===== config.mk =====
export PLATFORM = sky130hd
export DESIGN_NAME = uart_tx_fifo_drain_flat
export DESIGN_NICKNAME = d
export VERILOG_FILES = /design/src/rtl/uart_pkg.sv /design/src/rtl/uart_tx_fifo_drain_if.sv /design/src/rtl/uart_baud_counter.sv /design/src/rtl/uart_tx_fifo_drain.sv /design/src/flat_wrapper.sv
export SDC_FILE = /design/constraint.sdc
export NUM_CORES = 1
export LEC_CHECK = 0
export ABC_AREA = 1
export ABC_CLOCK_PERIOD_IN_PS = 1490
export CORE_MARGIN = 5
export CORE_UTILIZATION = 48
export CTS_BUF_LIST = sky130_fd_sc_hd__clkbuf_16
export DETAILED_ROUTE_END_ITERATION = 8
export GPL_ROUTABILITY_DRIVEN = 0
export HOLD_SLACK_MARGIN = 0.02
export PLACE_DENSITY = 0.75
export SYNTH_ARGS = -nofsm -noshare
export SYNTH_HDL_FRONTEND = slang
export SYNTH_SLANG_ARGS = --single-unit
export TNS_END_PERCENT = 50

===== constraint.sdc =====
create_clock -name i_clk -period 1.49 [get_ports i_clk]
set_input_delay 0.298 -clock i_clk [delete_from_list [all_inputs] [get_ports i_clk]]
set_output_delay 0.298 -clock i_clk [all_outputs]
set_load 0.02 [all_outputs]

===== src/rtl/uart_pkg.sv =====
// Shared definitions for the UART transmit path: FSM state encoding and
// the frame-length helper.
package uart_pkg;

  localparam logic [2:0] IDLE   = 3'd0;
  localparam logic [2:0] START  = 3'd1;
  localparam logic [2:0] DATA   = 3'd2;
  localparam logic [2:0] PARITY = 3'd3;
  localparam logic [2:0] STOP   = 3'd4;

  typedef enum logic [2:0] {
    ST_IDLE   = IDLE,
    ST_START  = START,
    ST_DATA   = DATA,
    ST_PARITY = PARITY,
    ST_STOP   = STOP
  } state_t;

  // Clock cycles of TX line activity for one complete frame.
  function automatic int unsigned frame_len(input int unsigned word_length,
                                            input int unsigned clks_per_bit,
                                            input int unsigned parity_en,
                                            input int unsigned stop_bits);
    return (1 + word_length + parity_en + stop_bits) * clks_per_bit;
  endfunction

endpackage


===== src/rtl/uart_tx_fifo_drain_if.sv =====
// FIFO read port as seen between the FIFO (master) and the drain (slave).
interface uart_tx_fifo_drain_if #(
  parameter int WORD_LENGTH = 8
);
  logic [WORD_LENGTH-1:0] i_fifo_data;
  logic                   i_fifo_empty;
  logic                   o_fifo_read_en;

  modport master (
    output i_fifo_data,
    output i_fifo_empty,
    input  o_fifo_read_en
  );

  modport slave (
    input  i_fifo_data,
    input  i_fifo_empty,
    output o_fifo_read_en
  );
endinterface


===== src/rtl/uart_baud_counter.sv =====
// Bit-period timer: counts 0..CLKS_PER_BIT-1 while enabled and pulses
// o_bit_done on the last cycle of each bit period.
module uart_baud_counter #(
  parameter int CLKS_PER_BIT = 868
) (
  input  logic i_clk,
  input  logic i_reset,
  input  logic i_clear,
  input  logic i_enable,
  output logic o_bit_done
);
  localparam int            CW   = (CLKS_PER_BIT > 1) ? $clog2(CLKS_PER_BIT) : 1;
  localparam logic [CW-1:0] LAST = CW'(CLKS_PER_BIT - 1);

  logic [CW-1:0] r_count;
  logic          w_at_last;

  assign w_at_last  = (r_count == LAST);
  assign o_bit_done = i_enable & w_at_last;

  // Free-running bit timer, restarted by i_clear and wrapping at each bit boundary.
  // NOTE: reset is sampled on the clock edge (synchronous, active-low), so it sits inside the clocked branch.
  always_ff @(posedge i_clk) begin
    if (!i_reset) begin
      r_count <= '0;
    end else if (i_clear) begin
      r_count <= '0;
    end else if (i_enable) begin
      r_count <= w_at_last ? '0 : r_count + CW'(1);
    end
  end
endmodule


===== src/rtl/uart_tx_fifo_drain.sv =====
// Pops words from the FIFO and serialises them as UART frames:
// start bit, LSB-first data, optional even parity, 1 or 2 stop bits.
module uart_tx_fifo_drain
  import uart_pkg::*;
#(
  parameter int WORD_LENGTH  = 8,
  parameter int CLKS_PER_BIT = 868,
  parameter int PARITY_EN    = 0,
  parameter int STOP_BITS    = 1
) (
  input  logic                 i_clk,
  input  logic                 i_reset,
  input  logic                 i_tx_en,
  uart_tx_fifo_drain_if.slave  fifo_if,
  output logic                 o_tx,
  output logic                 o_busy
);
  localparam int               BIT_W     = $clog2(WORD_LENGTH + 1);
  localparam logic [BIT_W-1:0] LAST_DATA = BIT_W'(WORD_LENGTH - 1);
  localparam logic [BIT_W-1:0] LAST_STOP = BIT_W'(STOP_BITS - 1);

  state_t                 r_state;
  logic [WORD_LENGTH-1:0] r_shift;
  logic                   r_parity;
  logic [BIT_W-1:0]       r_bit_idx;
  logic                   r_tx;

  logic w_pop;
  logic w_bit_done;

  // Pop only from IDLE; gating with reset keeps a word from being popped
  // and then discarded while the block is held in reset.
  assign w_pop = i_reset & i_tx_en & ~fifo_if.i_fifo_empty & (r_state == ST_IDLE);

  assign fifo_if.o_fifo_read_en = w_pop;
  assign o_tx                   = r_tx;
  assign o_busy                 = (r_state != ST_IDLE) | w_pop;

  uart_baud_counter #(
    .CLKS_PER_BIT(CLKS_PER_BIT)
  ) u_baud (
    .i_clk      (i_clk),
    .i_reset    (i_reset),
    .i_clear    (w_pop),
    .i_enable   (r_state != ST_IDLE),
    .o_bit_done (w_bit_done)
  );

  // Frame sequencer: state, shift register, parity, bit index and registered TX line.
  // NOTE: all state here uses non-blocking assignments so every register sees pre-edge values.
  always_ff @(posedge i_clk) begin
    if (!i_reset) begin
      r_state   <= ST_IDLE;
      r_tx      <= 1'b1;
      r_shift   <= '0;
      r_parity  <= 1'b0;
      r_bit_idx <= '0;
    end else begin
      case (r_state)
        ST_IDLE: begin
          if (w_pop) begin
            r_shift   <= fifo_if.i_fifo_data;
            r_parity  <= ^fifo_if.i_fifo_data;
            r_bit_idx <= '0;
            r_tx      <= 1'b0;
            r_state   <= ST_START;
          end
        end
        ST_START: begin
          if (w_bit_done) begin
            r_tx    <= r_shift[0];
            r_shift <= r_shift >> 1;
            r_state <= ST_DATA;
          end
        end
        ST_DATA: begin
          if (w_bit_done) begin
            if (r_bit_idx == LAST_DATA) begin
              r_bit_idx <= '0;
              if (PARITY_EN != 0) begin
                r_tx    <= r_parity;
                r_state <= ST_PARITY;
              end else begin
                r_tx    <= 1'b1;
                r_state <= ST_STOP;
              end
            end else begin
              r_bit_idx <= r_bit_idx + BIT_W'(1);
              r_tx      <= r_shift[0];
              r_shift   <= r_shift >> 1;
            end
          end
        end
        ST_PARITY: begin
          if (w_bit_done) begin
            r_tx    <= 1'b1;
            r_state <= ST_STOP;
          end
        end
        ST_STOP: begin
          if (w_bit_done) begin
            if (r_bit_idx == LAST_STOP) begin
              r_bit_idx <= '0;
              r_state   <= ST_IDLE;
            end else begin
              r_bit_idx <= r_bit_idx + BIT_W'(1);
            end
          end
        end
        default: begin
          r_tx    <= 1'b1;
          r_state <= ST_IDLE;
        end
      endcase
    end
  end
endmodule


===== src/flat_wrapper.sv =====
// flat-port wrapper written by rule: the top's interface ports become plain ports
module uart_tx_fifo_drain_flat import uart_pkg::*;
#(
  parameter int WORD_LENGTH  = 8,
  parameter int CLKS_PER_BIT = 868,
  parameter int PARITY_EN    = 0,
  parameter int STOP_BITS    = 1
)
  (i_clk, i_reset, i_tx_en, o_tx, o_busy, fifo_if_i_fifo_data, fifo_if_i_fifo_empty, fifo_if_o_fifo_read_en);
  uart_tx_fifo_drain_if #(.WORD_LENGTH(WORD_LENGTH)) fifo_if_i ();
  input  logic i_clk;
  input  logic i_reset;
  input  logic i_tx_en;
  output logic o_tx;
  output logic o_busy;
  input wire logic [$bits(fifo_if_i.i_fifo_data)-1:0] fifo_if_i_fifo_data;
  input wire logic [$bits(fifo_if_i.i_fifo_empty)-1:0] fifo_if_i_fifo_empty;
  output wire logic [$bits(fifo_if_i.o_fifo_read_en)-1:0] fifo_if_o_fifo_read_en;
  assign fifo_if_i.i_fifo_data = fifo_if_i_fifo_data;
  assign fifo_if_i.i_fifo_empty = fifo_if_i_fifo_empty;
  assign fifo_if_o_fifo_read_en = fifo_if_i.o_fifo_read_en;
  uart_tx_fifo_drain #(.WORD_LENGTH(WORD_LENGTH), .CLKS_PER_BIT(CLKS_PER_BIT), .PARITY_EN(PARITY_EN), .STOP_BITS(STOP_BITS)) u_core (.i_clk(i_clk), .i_reset(i_reset), .i_tx_en(i_tx_en), .fifo_if(fifo_if_i), .o_tx(o_tx), .o_busy(o_busy));
endmodule

==> results.py <==
metrics = {
    "outcome": {
        "status": "complete, no violations",
    },
    "sta": {
        "hold_viol": 0,
        "max_freq_mhz": 700,
        "maxSlewViolCount": 0,
        "fin_crit_ns": 1.43,
        "worst_slew_margin_rel": 0.790,
        "worst_slew_pin_slew_ns": 0.315,
        "hold_ws_ns": 0.460,
        "period_share": 0.959,
        "skew_ns": 0.00297,
        "layout_setup_ws_ns": 0.0614,
        "setup_viol": 0,
        "rsz0062_at_grt": "yes",
    },
    "final_layout": {
        "fin_util": 0.720,
        "areaGrowthSynthToFinish_pct": 44.9,
        "layout.cells.non_filler": 334,
        "drive_gt1_frac": 0.297,
        "fin_nets": 306,
        "num_antenna_cells": 0,
    },
    "setup_path": {
        "path_cells": "buf_6, inv_4, nor3_4, nand2_1, nand2_2, inv_2, nand2_2, nor2_2, nand2_1, nand2_1, nor2_1",
        "slowest_stage": "dfxtp_4",
        "crit_required_ns": 1.70,
        "arrival_ns": 1.63,
        "crit_family": "simple AND/OR/NAND/NOR gates",
        "cp_max_fo": 5,
        "cpPeakStageDelay_ns": 0.37,
        "critPathLaunchType": "register",
        "criticalPathCategory": "register to register",
        "path_common_cell": "nand2_1",
        "crit_buf_inv": 3,
        "crit_path_end_kind": "register",
    },
    "detailed_routing": {
        "drc": 0,
        "wl_per_cell_um": 11.4,
        "drtAntennaViolNets": 0,
        "vias": 1660,
        "dr.pass1.iters": 4,
        "first_iter_violations": 86,
        "drt-vias-per-instance": 4.97,
        "wirelength_um": 3810,
    },
    "clocking": {
        "clockBufferDepth": 2,
        "ctsHtreeMaxLevel": 1,
        "cts_buffers": 3,
        "cts_tree": "done",
        "clk_root_buffer_cell": "clkbuf_16",
        "clock_sinks": 26,
        "worstSkewPairLatency_ns": 0.26,
        "ctsHoldBuffers": 0,
        "clkTransAtPathRegs_ns": 0.07,
    },
    "yosys": {
        "yosysMostFrequentCell": "nand2_1",
        "netlist_area_um2": 1510,
        "synthTopCellsByCount": "73 x nand2_1, 40 x nor2_1, 26 x dfxtp_1, 19 x inv_1, 16 x a21oi_1",
        "synth-seq-cells": 26,
        "synth_nets": 253,
        "synth_edf_count": 0,
        "ys_top_cells_by_area": "dfxtp_1 35%, nand2_1 18%, nor2_1 10%",
        "synth.top_cell.area_share": 0.346,
        "synth_area_per_cell_um2": 6.32,
        "yosysWarnings": 0,
        "ys_async_sr_fraction": 0,
        "syn_inst": 238,
        "synth_flop_cell": "dfxtp_1",
        "yosysSeqAreaShare": 0.346,
        "netlist-cell-type-count": 26,
        "synth_area_leader_cell": "dfxtp_1",
    },
    "job": {
        "maxCapViolCount": 0,
    },
    "power": {
        "p_sw_uw": 1550,
        "power.internal_uw": 2290,
        "power_density_nw_per_um2": 1760,
        "p_leak_uw": 0.000958,
        "peakVddDrop_uv": 986,
        "p_seq_frac": 0.251,
        "p_clk_frac": 0.207,
        "combPwrFrac": 0.542,
        "swShare": 0.403,
    },
    "floorplan": {
        "io_pins": 15,
        "start_util": 0.497,
        "die_h_um": 66,
        "num_rows": 20,
        "coreArea_um2": 3030,
        "die_w_um": 66,
        "die_area_um2": 4360,
    },
    "global_route": {
        "grt_overflow_total": 0,
        "grt_pass1_vias": 1471,
        "grt_max_degree": 16,
        "grt.total_usage": 0.177,
        "antenna_found_initial": 0,
        "grt_pass1_wl_um": 6010,
    },
    "placement": {
        "io_buffer_count": 14,
        "dp_worst_setup_slack_ns": -0.587,
        "dpl.hpwl_um": 2560,
        "dp.cells": 322,
    },
    "min_path": {
        "hold_path.class": "register to register",
    },
}
[cells in the final DEF (no fill, tap or decap), types with 2 or more instances in the layout]
cell type / count
nand2_1: 64
nor2_1: 37
buf_4: 34
dfxtp_1: 21
inv_1: 18
a21oi_1: 12
nand2_2: 11
nand3_1: 10
nor3_1: 8
clkdlybuf4s50_1: 8
o21ai_1: 7
inv_2: 6
xor2_1: 4
dfxtp_2: 4
nor2_2: 3
nand2_4: 3
nand3b_1: 3
nand4_1: 3
nand3_2: 3
a21oi_2: 3
clkbuf_16: 3
dlygate4sd2_1: 3
buf_6: 3
nor2_4: 2
o21ai_2: 2
inv_4: 2
[final cells by class]
class	count	area, um2
fill	234	847
clock buffer	3	75.1
clock inverter	1	30.0
tap	44	55.1
timing repair buffer	49	408
multi-input combinational	185	981
sequential	26	529
inverter	26	103
[cells by family (layout without fill, tap and decap cells)]
kind of cell | Yosys count | in the layout | share of synthesized area
buffers and inverters | 28 | 79 | 0.0707
AND/OR/NAND/NOR | 150 | 151 | 0.441
flip-flops | 26 | 26 | 0.346
AO/OA/AOI/OAI | 27 | 27 | 0.0948
adder cells (fa/ha/maj) | 3 | 3 | 0.0249
XOR/XNOR | 4 | 4 | 0.0233
[final timing paths]
| check | start | endpoint | slack, ns | cells after the start |
|---|---|---|---|---|
| worst max-delay path | u_core.r_state[2] | u_core.r_state[1] | 0.06 | 11 |
| worst min-delay path | u_core.o_tx | u_core.o_tx | 0.46 | 2 |
| worst max register to register | u_core.r_state[2] | u_core.r_state[1] | 0.06 | 11 |
| worst min register to register | u_core.o_tx | u_core.o_tx | 0.46 | 2 |
[repair_timing]
item / 4_1_cts / 5_1_grt
gates cloned: 0 / 1
setup buffers: 2 / 5
endpoints found under the setup margin: 13 / 24
pin swaps: 5 / 17
resized for setup: 22 / 37
[power groups by stage]
stage	logic, uW	clock network [uW]	registers, uW
6_report	2080	795	964
4_1_cts	1770	806	926
5_1_grt	2300	841	984
3_5_place_dp	1680	0	941
2_1_floorplan	1060	0	975
3_3_place_gp	1650	0	940
[registers in the layout, indices dropped and copies added, names as in the netlist]
name,cells
u_core.r_bit_idx,4
u_core.r_state,3
u_core.o_tx,1
u_core.u_baud.r_count,10
u_core.r_shift,8
[per-stage QoR]
stage | total power (uW) | area, um2 | setup TNS (ns)
3_5_place_dp | 2620 | 1900 | -7.14
4_1_cts | 3500 | 2030 | 0
3_3_place_gp | 2590 | 1900 | -6.94
6_report | 3840 | 2180 | 0
2_1_floorplan | 2030 | 1510 | 0
5_1_grt | 4130 | 2180 | -0.280
[routing by layer]
| metal | track usage | part of all wire | wire length (um) |
|---|---|---|---|
| met5 | 0 | 0 | 0 |
| met4 | 0.0558 | 0.011 | 40 |
| met3 | 0.0340 | 0.042 | 159 |
| met2 | 0.298 | 0.47 | 1790 |
| met1 | 0.228 | 0.48 | 1820 |
[worst reg2reg max path: stages (launching register included)]
cell	delay [ns]
dfxtp_4	0.37
buf_6	0.10
inv_4	0.04
nor3_4	0.28
nand2_1	0.11
nand2_2	0.12
inv_2	0.06
nand2_2	0.05
nor2_2	0.04
nand2_1	0.05
nand2_1	0.06
nor2_1	0.09
Note: power is estimated with default switching activity, not from simulation.
